## config.mk

```make
export PLATFORM = sky130hd
export DESIGN_NAME = contador_acoes_param_flat
export DESIGN_NICKNAME = d
export VERILOG_FILES = /design/src/rtl/contador_acoes_param_if.sv /design/src/rtl/contador_acoes_param.sv /design/src/flat_wrapper.sv
export SDC_FILE = /design/constraint.sdc
export NUM_CORES = 1
export LEC_CHECK = 0
export CAP_MARGIN = 5
export CORE_AREA = 2 2 39 41
export CTS_BUF_LIST = sky130_fd_sc_hd__clkbuf_16
export DETAILED_ROUTE_END_ITERATION = 10
export DIE_AREA = 0 0 41 43
export DONT_BUFFER_PORTS = 1
export PLACE_DENSITY = 0.55
export SYNTH_ARGS = -nofsm -noshare
export SYNTH_HDL_FRONTEND = slang
export SYNTH_SLANG_ARGS = --single-unit
```

## constraint.sdc

```tcl
create_clock -name clk -period 4.8 [get_ports clk]
set_input_delay 0.72 -clock clk [delete_from_list [all_inputs] [get_ports clk]]
set_output_delay 0.72 -clock clk [all_outputs]
set_load 0.03 [all_outputs]
```

## src/rtl/contador_acoes_param_if.sv

```systemverilog
// Control/status bundle for the action-step counter.
// The master side drives the control strobes. The slave side (the counter)
// returns the current state and its registered flags.
interface contador_acoes_param_if #(
    parameter int WIDTH = 3
);
    logic             restart;
    logic             en;
    logic             dir;
    logic             one_shot;
    logic             load;
    logic [WIDTH-1:0] load_val;
    logic [WIDTH-1:0] count;
    logic             last_pulse;
    logic             wrapped;
    logic             done;

    modport master (
        output restart, en, dir, one_shot, load, load_val,
        input  count, last_pulse, wrapped, done
    );

    modport slave (
        input  restart, en, dir, one_shot, load, load_val,
        output count, last_pulse, wrapped, done
    );
endinterface

```

## src/rtl/contador_acoes_param.sv

```systemverilog
// Parametrised action-step counter for the toy-dog controller.
// It sequences states 0..LAST with these features:
//   - up/down direction
//   - wrap or one-shot mode
//   - clamped parallel load
//   - registered end-of-cycle flags
// Priority on each edge is restart > load > en. All outputs come straight
// from flops, so there is no combinational path from input to output.
module contador_acoes_param #(
    parameter int WIDTH = 3,
    parameter int LAST  = 5
) (
    input  logic                  clk,
    input  logic                  rst_n,
    contador_acoes_param_if.slave bus
);

    // Highest legal state expressed at counter width.
    localparam logic [WIDTH-1:0] LAST_V = WIDTH'(LAST);

    logic [WIDTH-1:0] count_q,      count_d;
    logic             last_pulse_q, last_pulse_d;
    logic             wrapped_q,    wrapped_d;
    logic             done_q,       done_d;

    // Terminal state follows the direction currently requested.
    logic [WIDTH-1:0] term_state;
    // Neighbouring state in the requested direction. It is only used
    // when count is not at the terminal state, so it cannot leave 0..LAST.
    logic [WIDTH-1:0] step_val;
    // Load value limited to the legal range.
    logic [WIDTH-1:0] load_clamped;

    // Derive the terminal state, the next step value and the clamped load value.
    always_comb begin
        term_state   = bus.dir ? LAST_V : '0;
        step_val     = bus.dir ? (count_q + WIDTH'(1)) : (count_q - WIDTH'(1));
        load_clamped = (bus.load_val > LAST_V) ? LAST_V : bus.load_val;
    end

    // Next-state logic: apply at most one action per edge, in priority order.
    always_comb begin
        count_d      = count_q;
        done_d       = done_q;
        last_pulse_d = 1'b0;
        wrapped_d    = 1'b0;

        if (bus.restart) begin
            count_d = '0;
            done_d  = 1'b0;
        end else if (bus.load) begin
            count_d = load_clamped;
            done_d  = 1'b0;
        end else if (bus.en) begin
            if (count_q != term_state) begin
                count_d      = step_val;
                last_pulse_d = (step_val == term_state);
            end else if (!bus.one_shot) begin
                // The wrap lands on the opposite end, which is never the
                // terminal state because LAST >= 1, so last_pulse stays low.
                count_d   = bus.dir ? '0 : LAST_V;
                wrapped_d = 1'b1;
            end else begin
                // One-shot run blocked at the terminal state: hold and latch done.
                done_d = 1'b1;
            end
        end
    end

    // State and flag registers. The asynchronous reset drops any step in flight.
    always_ff @(posedge clk or negedge rst_n) begin
        if (!rst_n) begin
            count_q      <= '0;
            last_pulse_q <= 1'b0;
            wrapped_q    <= 1'b0;
            done_q       <= 1'b0;
        end else begin
            count_q      <= count_d;
            last_pulse_q <= last_pulse_d;
            wrapped_q    <= wrapped_d;
            done_q       <= done_d;
        end
    end

    assign bus.count      = count_q;
    assign bus.last_pulse = last_pulse_q;
    assign bus.wrapped    = wrapped_q;
    assign bus.done       = done_q;

endmodule
```

## src/flat_wrapper.sv

```systemverilog
// flat-port wrapper written by rule: the top's interface ports become plain ports
module contador_acoes_param_flat 
#(
    parameter int WIDTH = 3,
    parameter int LAST  = 5
)
  (clk, rst_n, bus_restart, bus_en, bus_dir, bus_one_shot, bus_load, bus_load_val, bus_count, bus_last_pulse, bus_wrapped, bus_done);
  contador_acoes_param_if #(.WIDTH(WIDTH)) bus_i ();
  input  logic clk;
  input  logic rst_n;
  input wire logic [$bits(bus_i.restart)-1:0] bus_restart;
  input wire logic [$bits(bus_i.en)-1:0] bus_en;
  input wire logic [$bits(bus_i.dir)-1:0] bus_dir;
  input wire logic [$bits(bus_i.one_shot)-1:0] bus_one_shot;
  input wire logic [$bits(bus_i.load)-1:0] bus_load;
  input wire logic [$bits(bus_i.load_val)-1:0] bus_load_val;
  output wire logic [$bits(bus_i.count)-1:0] bus_count;
  output wire logic [$bits(bus_i.last_pulse)-1:0] bus_last_pulse;
  output wire logic [$bits(bus_i.wrapped)-1:0] bus_wrapped;
  output wire logic [$bits(bus_i.done)-1:0] bus_done;
  assign bus_i.restart = bus_restart;
  assign bus_i.en = bus_en;
  assign bus_i.dir = bus_dir;
  assign bus_i.one_shot = bus_one_shot;
  assign bus_i.load = bus_load;
  assign bus_i.load_val = bus_load_val;
  assign bus_count = bus_i.count;
  assign bus_last_pulse = bus_i.last_pulse;
  assign bus_wrapped = bus_i.wrapped;
  assign bus_done = bus_i.done;
  contador_acoes_param #(.WIDTH(WIDTH), .LAST(LAST)) u_core (.clk(clk), .rst_n(rst_n), .bus(bus_i));
endmodule
```

Word-level counts from Yosys, hierarchy flattened
Cells that the tools add are included.
Cells by class
  shift operators: 0
  divide/modulo/power cells: 0
  magnitude comparators: 1
  $add $sub $neg: 2
  equality and inequality tests: 4
  reductions and logical operators: 4
  bitwise operators: 0
  $mul: 0
  multiplexer cells: 23
Operator list (number)
  $mux 3: 9
  $mux 1: 14
  $reduce_bool 3->1: 2
  $ne 4x2->1 const B: 1
  $add 3x1->3 const B: 1
  $eq 3x3->1: 1
  $gt 3x3->1 const B: 1
  $ne 3x3->1: 1
  $ne 3x3->1 const B: 1
  $reduce_and 3->1: 1
  $sub 3x1->3 const B: 1
  $reduce_and 2->1: 1
Storage, ports and cells
  input port bits: 10
  bits in latches: 0
  memories kept: 0
  output and inout bits: 6
  memory bits (read-only): 0
  bits in registers: 6
  word-level logic and storage cells: 38
  memory bits (writable): 0

Logic depth before layout (Yosys ltp)
Gate-level depths: netlist (run 1).
  word-level depth: 7
  mapped depth: 6
  depth with buffers taken out: 6

Worst setup path after synthesis (run 1)
No wires, ideal clock.
  path kind: input to register
  start point: in bus_dir
  end point: reg u_core.count_q[2] (netlist: u_core.bus.count[2])
  arrival time: 1.857 ns
  path buffers: 0
  required time: 4.722 ns
  stages: 6
  library setup time: 0.078 ns
  slack: 2.865 ns
  path through: inv_1 -> fa_1 -> xnor2_1 -> o31a_1 -> o31a_1 -> o2bb2ai_1
Between the ends
  word-level cells in the longest chain between the ends: 6
  elaborated cells between the ends (all ways): 11
  those cells by class: eq/ne: 2; mux: 8; reduce/logical: 1
Ends and longest elaborated chain
  start, declared: RTL line flat_wrapper.sv:13  | input wire logic [$bits(bus_i.dir)-1:0] bus_dir;
  $mux 3 (on tied branches): RTL line contador_acoes_param.sv:36, contador_acoes_param.sv:61
  $ne 3x3->1 / $mux 3 (equally long branches): RTL line contador_acoes_param.sv:55, contador_acoes_param.sv:58
  $mux 3: RTL line contador_acoes_param.sv:55  | if (count_q != term_state) begin
  $mux 3: RTL line contador_acoes_param.sv:54  | end else if (bus.en) begin
  $mux 3: RTL line contador_acoes_param.sv:51  | end else if (bus.load) begin
  $mux 3: RTL line contador_acoes_param.sv:48  | if (bus.restart) begin
  end signal, assigned: RTL line contador_acoes_param.sv:78  | count_q <= count_d;
  end, declared: RTL line contador_acoes_param.sv:21  | logic [WIDTH-1:0] count_q, count_d;
Several ways; a longest one is shown, not always the timed one. The select of a mux whose other input is x is not followed.
A chain may end at the register's enable or synchronous reset.

Worst setup path in the final report (run 1)
  start point: reg u_core.count_q[0] (netlist: u_core.bus.count[0])
  end point: reg u_core.count_q[2] (netlist: u_core.bus.count[2])
Between the ends
  word-level cells in the longest chain between the ends: 6
  elaborated cells between the ends (all ways): 10
  those cells by class: add/sub: 2; eq/ne: 2; mux: 5; reduce/logical: 1
Ends and longest elaborated chain
  $sub 3x1->3 / $add 3x1->3 (equally long branches): RTL line contador_acoes_param.sv:37  | step_val = bus.dir ? (count_q + WIDTH'(1)) : (count_q - WIDTH'(1));
  $mux 3: RTL line contador_acoes_param.sv:37
  $mux 3: RTL line contador_acoes_param.sv:55
  $mux 3: RTL line contador_acoes_param.sv:54
  $mux 3: RTL line contador_acoes_param.sv:51
  $mux 3: RTL line contador_acoes_param.sv:48
Several ways; a longest one is shown, not always the timed one. The select of a mux whose other input is x is not followed.

==> metrics, run 1 <==
Fin Setup TNS=0 ns; top_reg_cell synth=dfrtp_1; post-synth net total=slightly above 50; P_leak=between 0.15 and 0.2 nW; vias in the first global route=348; max_cap viols=0; Final Hold Fails=0; final setup violation count=0; Seq/Total Area, Yosys=a little over a third; Die H=~43 um; routing usage on met1=between 15 and 20%; Fin Hold WS=approximately 0.19 ns; CP max stage delay=0.57 ns; Worst setup SP type=flop; Sink Count=6; CP arrival=2.11 ns; postcts setup bufs=0; H-tree Lvls=1; share of post-route cells with drive strength above 1=16.67%; Final ANT Viol Nets=0; placed cell area=434.2 sq um; die area=1763 sq um; initial drt markers=5; GRT met2 Usage=roughly 17%; initial antenna violation count=0; Final Instance Area=509.2 sq um; Worst Skew=0.001981 ns; DR WL/cell=14.50 um; CTS root buf=clkbuf_16; clk buf depth=2; Die X=41 um; # rows=14; RSZ-0062 raised after global routing=false; Post-synth EDFFs=0; Synth Register Bits=6; hold_buf cts=0; Max Freq=0.5102 GHz; Worst Tran Pin Value=0.5536 ns; Port Buf Inserts=0; power per cell area=446.0 nW/um^2; total gr overflow=0; fin crit share=between 40% and 50%; endpoint type of the worst setup path=flop; clock slew at reported path FFs=around 0.030 ns; met3 Use GR=8.377%; Initial Util=between 30 and 40%; async set-reset flop share out of synthesis=between 90% and 100%; Max transition margin=63.09%; fin. max-slew vios=0; Netlist cell types=25; YS warnings=0; Tmin final=about 2 ns; CTS tree=yes; number of diodes=0; CP Max Fanout=7; worst endpoint required time=~5.0 ns; Max VDD drop=around 0.00031 V; first-pass GRT wire length=around 1.4 mm; Final Net Count=55; fillcell total=around 140; post-detail-place hpwl=slightly below 700 um; outcome=completed; Final Wtd Congestion=around 0.72; Area Growth Syn to Fin=21.49%; Synth Cell Area=~420 sq um; CP Cell Sequence=fa_1 > xnor2_1 > o31a_1 > o31a_1 > o2bb2ai_1; Gate Count Post-Synth=40; GRT Util Overall=between 10% and 20%; Setup CP Type=flop to flop; DRC Markers=0; worst-skew pair later-pin latency=roughly 0.22 ns; Hold Crit Class=input port to asynchronous set/reset pin; TritonCTS buffer count=3; most used cell, CP=o31a_1; Setup WS post-layout=about 2.8 ns; busiest grt layer=met2; DR pass1 iterations=4; final WL=roughly 840 um; core box area=roughly 1400 sq um; Ports=16; largest net degree at the start of global routing=10; dpl ws=about 2.8 ns; CP max-delay cell=dfrtp_1; CTS resizes=0; Post-Syn Area per Cell=about 10 sq um; via/cell ratio=roughly 5.3; vias=306
-- placed cells by master, fill, tap and decap left out, types with 2 or more instances in the layout --
cell,Yosys,layout
o31a_1,2,2
nor2_1,3,3
inv_1,2,2
xnor2_1,2,2
nand2_1,5,5
clkbuf_16,0,3
dfrtp_1,6,6
nor3_1,2,2
-- Yosys cell counts, types with 2 or more instances --
master | instances | area, sq um
dfrtp_1 | 6 | 150.1
nand2_1 | 5 | 18.77
nor2_1 | 3 | 11.26
inv_1 | 2 | 7.510
nor3_1 | 2 | 10.01
o31a_1 | 2 | 17.52
xnor2_1 | 2 | 17.52
-- critical path, delay by kind of cell (launching register included) --
family,cells,cell delay [ns]
compound gates,3,0.64
flops,1,0.57
fa+ha+maj,1,0.51
xor+xnor,1,0.17
-- sequential cells by signal, summed over array words and instances (netlist names) --
register	cells
u_core.bus.count	3
u_core.bus.last_pulse	1
u_core.bus.done	1
u_core.bus.wrapped	1
-- power by group --
group	switching [W]	total [W]	internal, W	leakage (nW)
Clock	0.0000248	0.000131	0.000107	0.0370
Combinational	0.0000127	0.0000280	0.0000153	0.0774
Sequential	0.0000137	0.0000676	0.0000540	0.0808
-- kinds of logic (layout without fill, tap and decap cells) --
| logic type | Yosys count | after routing | synth area share, % |
|---|---|---|---|
| fa+ha+maj | 1 | 1 | 4.776 |
| xor+xnor | 2 | 2 | 4.180 |
| simple gates | 17 | 17 | 27.46 |
| compound gates | 10 | 10 | 22.09 |
| flops | 6 | 6 | 35.82 |
| mux | 1 | 1 | 2.686 |
| buf+inv | 3 | 5 | 2.985 |
-- layout make-up --
cell class / instances / area [sq um] / share of cell area [%]
Clock buffer: 3 / 75.07 / 14.74
Inverter: 2 / 7.507 / 1.474
Multi-Input combinational cell: 31 / 256.5 / 50.37
Sequential cell: 6 / 150.1 / 29.48
Tap cell: 16 / 20.02 / 3.931
-- metrics by stage --
step                      util (%)  cells  total power (W)
after floorplan                  -     40       0.00009239
after global placement       31.37     55       0.00009667
after detailed placement     31.37     55       0.00009683
after CTS                    36.80     58        0.0002311
after global routing         36.80     58        0.0002388
final                        36.80     58        0.0002271
-- final timing paths --
check / start / endpoint / slack, ns / cells past startpoint
worst max-delay path: u_core.bus.count[0] / u_core.bus.count[2] / 2.84 / 5
worst min-delay path: rst_n / u_core.bus.wrapped / 0.19 / 0
worst max register to register: u_core.bus.count[0] / u_core.bus.count[2] / 2.84 / 5
worst min register to register: u_core.bus.done / u_core.bus.done / 0.71 / 1
max in group asynchronous: rst_n / u_core.bus.done / 4.54 / 0
min in group clk: bus_one_shot / u_core.bus.wrapped / 0.56 / 1
-- per-layer routing --
metal  vias to the layer above  share of wire, %
met2                         9                49
met4                         0                 0
li1                        156                 -
met5                         -                 0
met3                         0               7.1
met1                       141                44
No activity file was read; power rests on OpenSTA's default activity.
==> run 2: changes to the inputs <==
- clock period: 4.8 -> 1.9 ns (I/O delays scaled with it)
==> run 2 against run 1 <==
Net effect:
- wire length rose by 17%
- flip-flop and latch count unchanged
- die area stayed put
- critical path depth did not move
- sequential power up 120%
- hold slack worse by 0.063 ns
- sequential share of layout area down 1.8 points
- final cell count rose by 6.9%
==> metrics, run 2 (synthesis results as in run 1) <==
outcome=completed; hold path start=bus_one_shot; Sink Count=6; Reg2Reg Setup Slack=0.16 ns; Ports=16; postcts setup bufs=0; Initial Util=between 30% and 40%; CP arrival=about 1.9 ns; via/cell ratio=5.371; initial drt markers=8; CTS tree=yes; Worst setup SP type=flop; worst endpoint required time=roughly 2 ns; Area Growth Syn to Fin=29.25%; CP bufs+invs=0; fillcell total=140; Max Freq=about 0.58 GHz; P_leak=~0.21 nW; fin crit share=~91%; Final Hold Fails=0; Max VDD drop=between 0.0008 and 0.0009 V; max_cap viols=0; Reg power frac=around a quarter; part of the power in combinational logic=between 10% and 20%; power per cell area=around 1100 nW/um^2; sw power=0.0001476 W; CP Cell Sequence=fa_1 > xnor2_1 > o31a_1 > o31a_1 > o2bb2ai_1; CP Max Fanout=5; Hold EP=u_core.bus.wrapped; CP max-delay cell=dfrtp_1; most used cell, CP=o31a_1; total gr overflow=0; Max transition margin=between 70% and 80%; post-detail-place hpwl=a little over 700 um; endpoint type of the worst setup path=flop; Setup CP Type=flop to flop; Clock Power Share=a little under three fifths; Tmin final=~1.7 ns; clk buf depth=2; CTS root buf=clkbuf_16; first-pass GRT wire length=between 1.5 and 2 mm; Final Net Count=a little under 60; CP Depth=5; Worst Tran Pin Value=~0.37 ns; Min-Delay Path Depth=1; Final Wtd Congestion=approximately 0.74; core box area=between 1000 and 1500 sq um; clock slew at reported path FFs=0.04 ns; most common cell after layout, fill and taps aside=dfrtp_1; vias=333; worst-skew pair later-pin latency=~0.23 ns; share of post-route cells with drive strength above 1=21.74%; fin. max-slew vios=0; RSZ-0062 raised after global routing=false; TritonCTS buffer count=3; H-tree Lvls=1; Final Power=between 0.0006 and 0.0007 W; largest net degree at the start of global routing=10; final WL=about 990 um; DR WL/cell=roughly 16 um; Die X=41 um; Hold Crit Class=input port to flop; Power Internal=~0.00046 W; number of flip-flops in the largest register=3; vias in the first global route=around 340; GRT Util Overall=about 14%; final setup violation count=0; Final ANT Viol Nets=0; highest-count cells in the layout ignoring fill and taps=6 x dfrtp_1, 5 x nand2_1, 3 x nor2_1, 3 x clkbuf_16, 3 x buf_4; Switching Fraction=24.45%; Port Buf Inserts=0; Fin Setup TNS=0 ns; Worst Skew=~0.00026 ns; initial antenna violation count=0; delay-heaviest family, CP=compound AO/OA/AOI/OAI gates; worst r2r dst=u_core.bus.count[2]; reg2reg path depth=5; DR pass1 iterations=4; CP max stage delay=between 0.4 and 0.5 ns; final core occ=39.15%; R2R Path Start=u_core.bus.count[1]; Die H=around 43 um; die area=1763 sq um; number of diodes=0; # rows=14; DRC Markers=0
run 2: cell types whose count changed in the layout (fill, tap and decap cells not counted):
cell           delta
dlygate4sd3_1     +1
buf_4             +3
run 2: how the worst max path moves through the flow:
stage	startpoint	end	slack (ns)
2_1_floorplan	u_core.bus.count[0]	u_core.bus.count[2]	0.04
3_3_place_gp	u_core.bus.count[1]	u_core.bus.count[2]	0.19
3_5_place_dp	u_core.bus.count[1]	u_core.bus.count[2]	0.15
4_1_cts	u_core.bus.count[1]	u_core.bus.count[2]	0.14
5_1_grt	u_core.bus.count[1]	u_core.bus.count[2]	0.05
6_report	u_core.bus.count[1]	u_core.bus.count[2]	0.16
run 2: power by group through the flow:
| stage | registers [W] | logic (W) | clock network [W] |
|---|---|---|---|
| final | 0.000152 | 0.000108 | 0.000344 |
| after global routing | 0.000154 | 0.000119 | 0.000367 |
| after CTS | 0.000152 | 0.000108 | 0.000350 |
| after detailed placement | 0.000153 | 0.000102 | 0 |
| after global placement | 0.000153 | 0.000102 | 0 |
| after floorplan | 0.000169 | 0.0000645 | 0 |
run 2: worst register-to-register path: cells and delay by family (launching register included):
family / cells / cell delay (ns)
compound gates: 3 / 0.62
xor+xnor: 1 / 0.17
flops: 1 / 0.45
fa+ha+maj: 1 / 0.43
run 2: what timing repair did:
item | CTS | global route
hold buffers | 1 | 0
resized for setup | 0 | 0
endpoints found under the hold margin | 6 | 0
run 2: area by class of cell:
class                   count  area, sq um  area share [%]
inverters                   2        7.507           1.386
multi-input cells          31        256.5           47.34
clock buffers               3        75.07           13.86
well taps                  16        20.02           3.695
repair buffers              4        32.53           6.005
flip-flops and latches      6        150.1           27.71
run 2: routing by layer:
layer	up-vias	track usage [%]	part of all wire (%)
met5	-	0	0
met1	162	19.02	48
met3	0	8.377	4.3
met4	0	4.000	0
li1	164	-	-
met2	7	18.44	48
run 2: per-stage QoR:
stage	worst slack, ns	cell area [sq um]	std cells	hold WS (ns)
2_1_floorplan	0.03792	419.2	40	-0.01059
3_3_place_gp	0.1948	456.7	58	-0.01048
3_5_place_dp	0.1468	456.7	58	-0.01050
4_1_cts	0.1443	541.8	62	0.1265
5_1_grt	0.05243	541.8	62	0.1300
6_report	0.1625	541.8	62	0.1281
==> run 3: changes to the inputs <==
- RECOVER_POWER: unset -> 100
- SLEW_MARGIN: unset -> 20
==> run 3 against run 2 <==
Net effect:
- wire length increased by 0.51%
- fmax decreased by 2.8%
- non-clock buffer count unchanged
- design area decreased by 2.8%
- critical endpoint is now u_core.bus.count[0]
- largest cell class unchanged
- largest power group unchanged
==> metrics, run 3 (synthesis results as in run 1) <==
outcome=completed; dpl ws=roughly 0.15 ns; clock slew at reported path FFs=0.04 ns; clk buf depth=2; via/cell ratio=between 5 and 6; power per cell area=between 1000 and 1500 nW/um^2; CTS resizes=0; Hold Crit Class=input port to flop; fin. max-slew vios=0; worst r2r dst=u_core.bus.count[0]; Worst setup SP type=flop; total gr overflow=0; Port Buf Inserts=0; vias in the first global route=about 340; Clock Power Share=57.8%; worst endpoint required time=2.01 ns; CP Max Fanout=6; Sink Count=6; fin crit share=94.05%; initial drt markers=8; Ports=16; Storage cell area=150.1 sq um; Area Growth Syn to Fin=25.67%; highest-count cells in the layout ignoring fill and taps=6 x dfrtp_1, 5 x nand2_1, 4 x nor2_1, 3 x clkbuf_16; reg2reg path depth=5; Final Net Count=between 50 and 60; Tmin final=roughly 1.8 ns; initial antenna violation count=0; DR WL/cell=~16 um; Setup WS post-layout=0.1130 ns; Min-Delay Path Depth=1; Power Internal=0.0004503 W; final setup violation count=0; Worst Skew=between 0.0003 and 0.0004 ns; Initial Util=30.29%; final WL=~990 um; first-pass GRT wire length=around 1.6 mm; share of post-route cells with drive strength above 1=between 15 and 20%; CTS root buf=clkbuf_16; Final Hold Fails=0; hold path start=bus_one_shot; TritonCTS buffer count=3; fillcell total=about 150; Setup CP Type=flop to flop; H-tree Lvls=1; Max VDD drop=0.0008636 V; Final Wtd Congestion=approximately 0.74; die area=between 1500 and 2000 sq um; number of diodes=0; DR pass1 iterations=3; Crit. Startpoint=u_core.bus.count[0]; multi-input logic area=249.0 sq um; Max Freq=0.5596 GHz; most common cell after layout, fill and taps aside=dfrtp_1; max_cap viols=0; part of the power in combinational logic=between 10% and 20%; Final ANT Viol Nets=0; P_leak=0.2040 nW; DRC Markers=0; CTS tree=yes; number of flip-flops in the largest register=3; core box area=around 1400 sq um; Fin Setup TNS=0 ns; Max transition margin=about three quarters; Reg2Reg Setup Slack=between 0.1 and 0.15 ns; largest net degree at the start of global routing=10; Hold EP=u_core.bus.wrapped; # rows=14; GRT Util Overall=14.04%; CP arrival=between 1.5 and 2 ns; Die H=43 um; sw power=0.0001464 W; Switching Fraction=24.53%; vias=333; post-detail-place hpwl=around 720 um; Die X=just over 40 um; RSZ-0062 raised after global routing=false; Worst Tran Pin Value=0.3885 ns; worst-skew pair later-pin latency=between 0.2 and 0.25 ns; Reg power frac=around a quarter; R2R Path Start=u_core.bus.count[0]; endpoint type of the worst setup path=flop
==> run 3: cell types whose count changed in the layout (fill, tap and decap cells not counted), sizes merged <==
cell	delta
clkbuf	+2
buf	-2
==> run 3: repair_timing <==
item | CTS | global route
endpoints found under the hold margin | 6 | 0
hold buffers | 1 | 0
setup buffers | 0 | 0
==> run 3: stage by stage <==
step                total power [W]  std cells  area [sq um]  util, %  hold WS [ns]
floorplan                 0.0002334         40         419.2        -      -0.01059
global placement          0.0002556         58         456.7    33.00      -0.01048
detailed placement        0.0002559         58         456.7    33.00      -0.01050
CTS                       0.0006105         62         541.8    39.15        0.1265
global route              0.0006314         62         526.8    38.07        0.1300
finish                    0.0005967         62         526.8    38.07        0.1271
==> run 3: worst max-delay path by stage <==
stage | end | slack (ns) | depth (start not counted)
after floorplan | u_core.bus.count[2] | 0.04 | 5
after global placement | u_core.bus.count[2] | 0.19 | 5
after detailed placement | u_core.bus.count[2] | 0.15 | 5
after CTS | u_core.bus.count[2] | 0.14 | 5
after global routing | u_core.bus.count[0] | 0.04 | 5
final | u_core.bus.count[0] | 0.11 | 5
==> run 3: layout make-up <==
class,count,area share (%)
multi-input combinational,31,47.27
sequential,6,28.50
tap,16,3.800
timing repair buffer,4,4.751
inverter,2,1.425
clock buffer,3,14.25
==> run 3: metal layers <==
layer  track usage, %  wire, um  share of wire, %  up-vias
li1                 -         -                 -      162
met1            19.02       484                49      164
met2            18.44       465                47        7
met3            8.377        42               4.2        0
met4            4.000         0                 0        0
met5                0         0                 0        -
==> run 3: worst max-delay path, cell delays in order, from the launching register on <==
cell     delay [ns]
dfrtp_1        0.41
buf_4          0.21
and4b_4        0.22
nor2_1         0.31
o32ai_4        0.17
mux2_1         0.33
==> run 3: power by group through the flow <==
stage          logic [W]  registers (W)  clock network [W]
2_1_floorplan  0.0000645       0.000169                  0
3_3_place_gp    0.000102       0.000153                  0
3_5_place_dp    0.000102       0.000153                  0
4_1_cts         0.000108       0.000152           0.000350
5_1_grt         0.000111       0.000153           0.000367
6_report       0.0000998       0.000152           0.000345
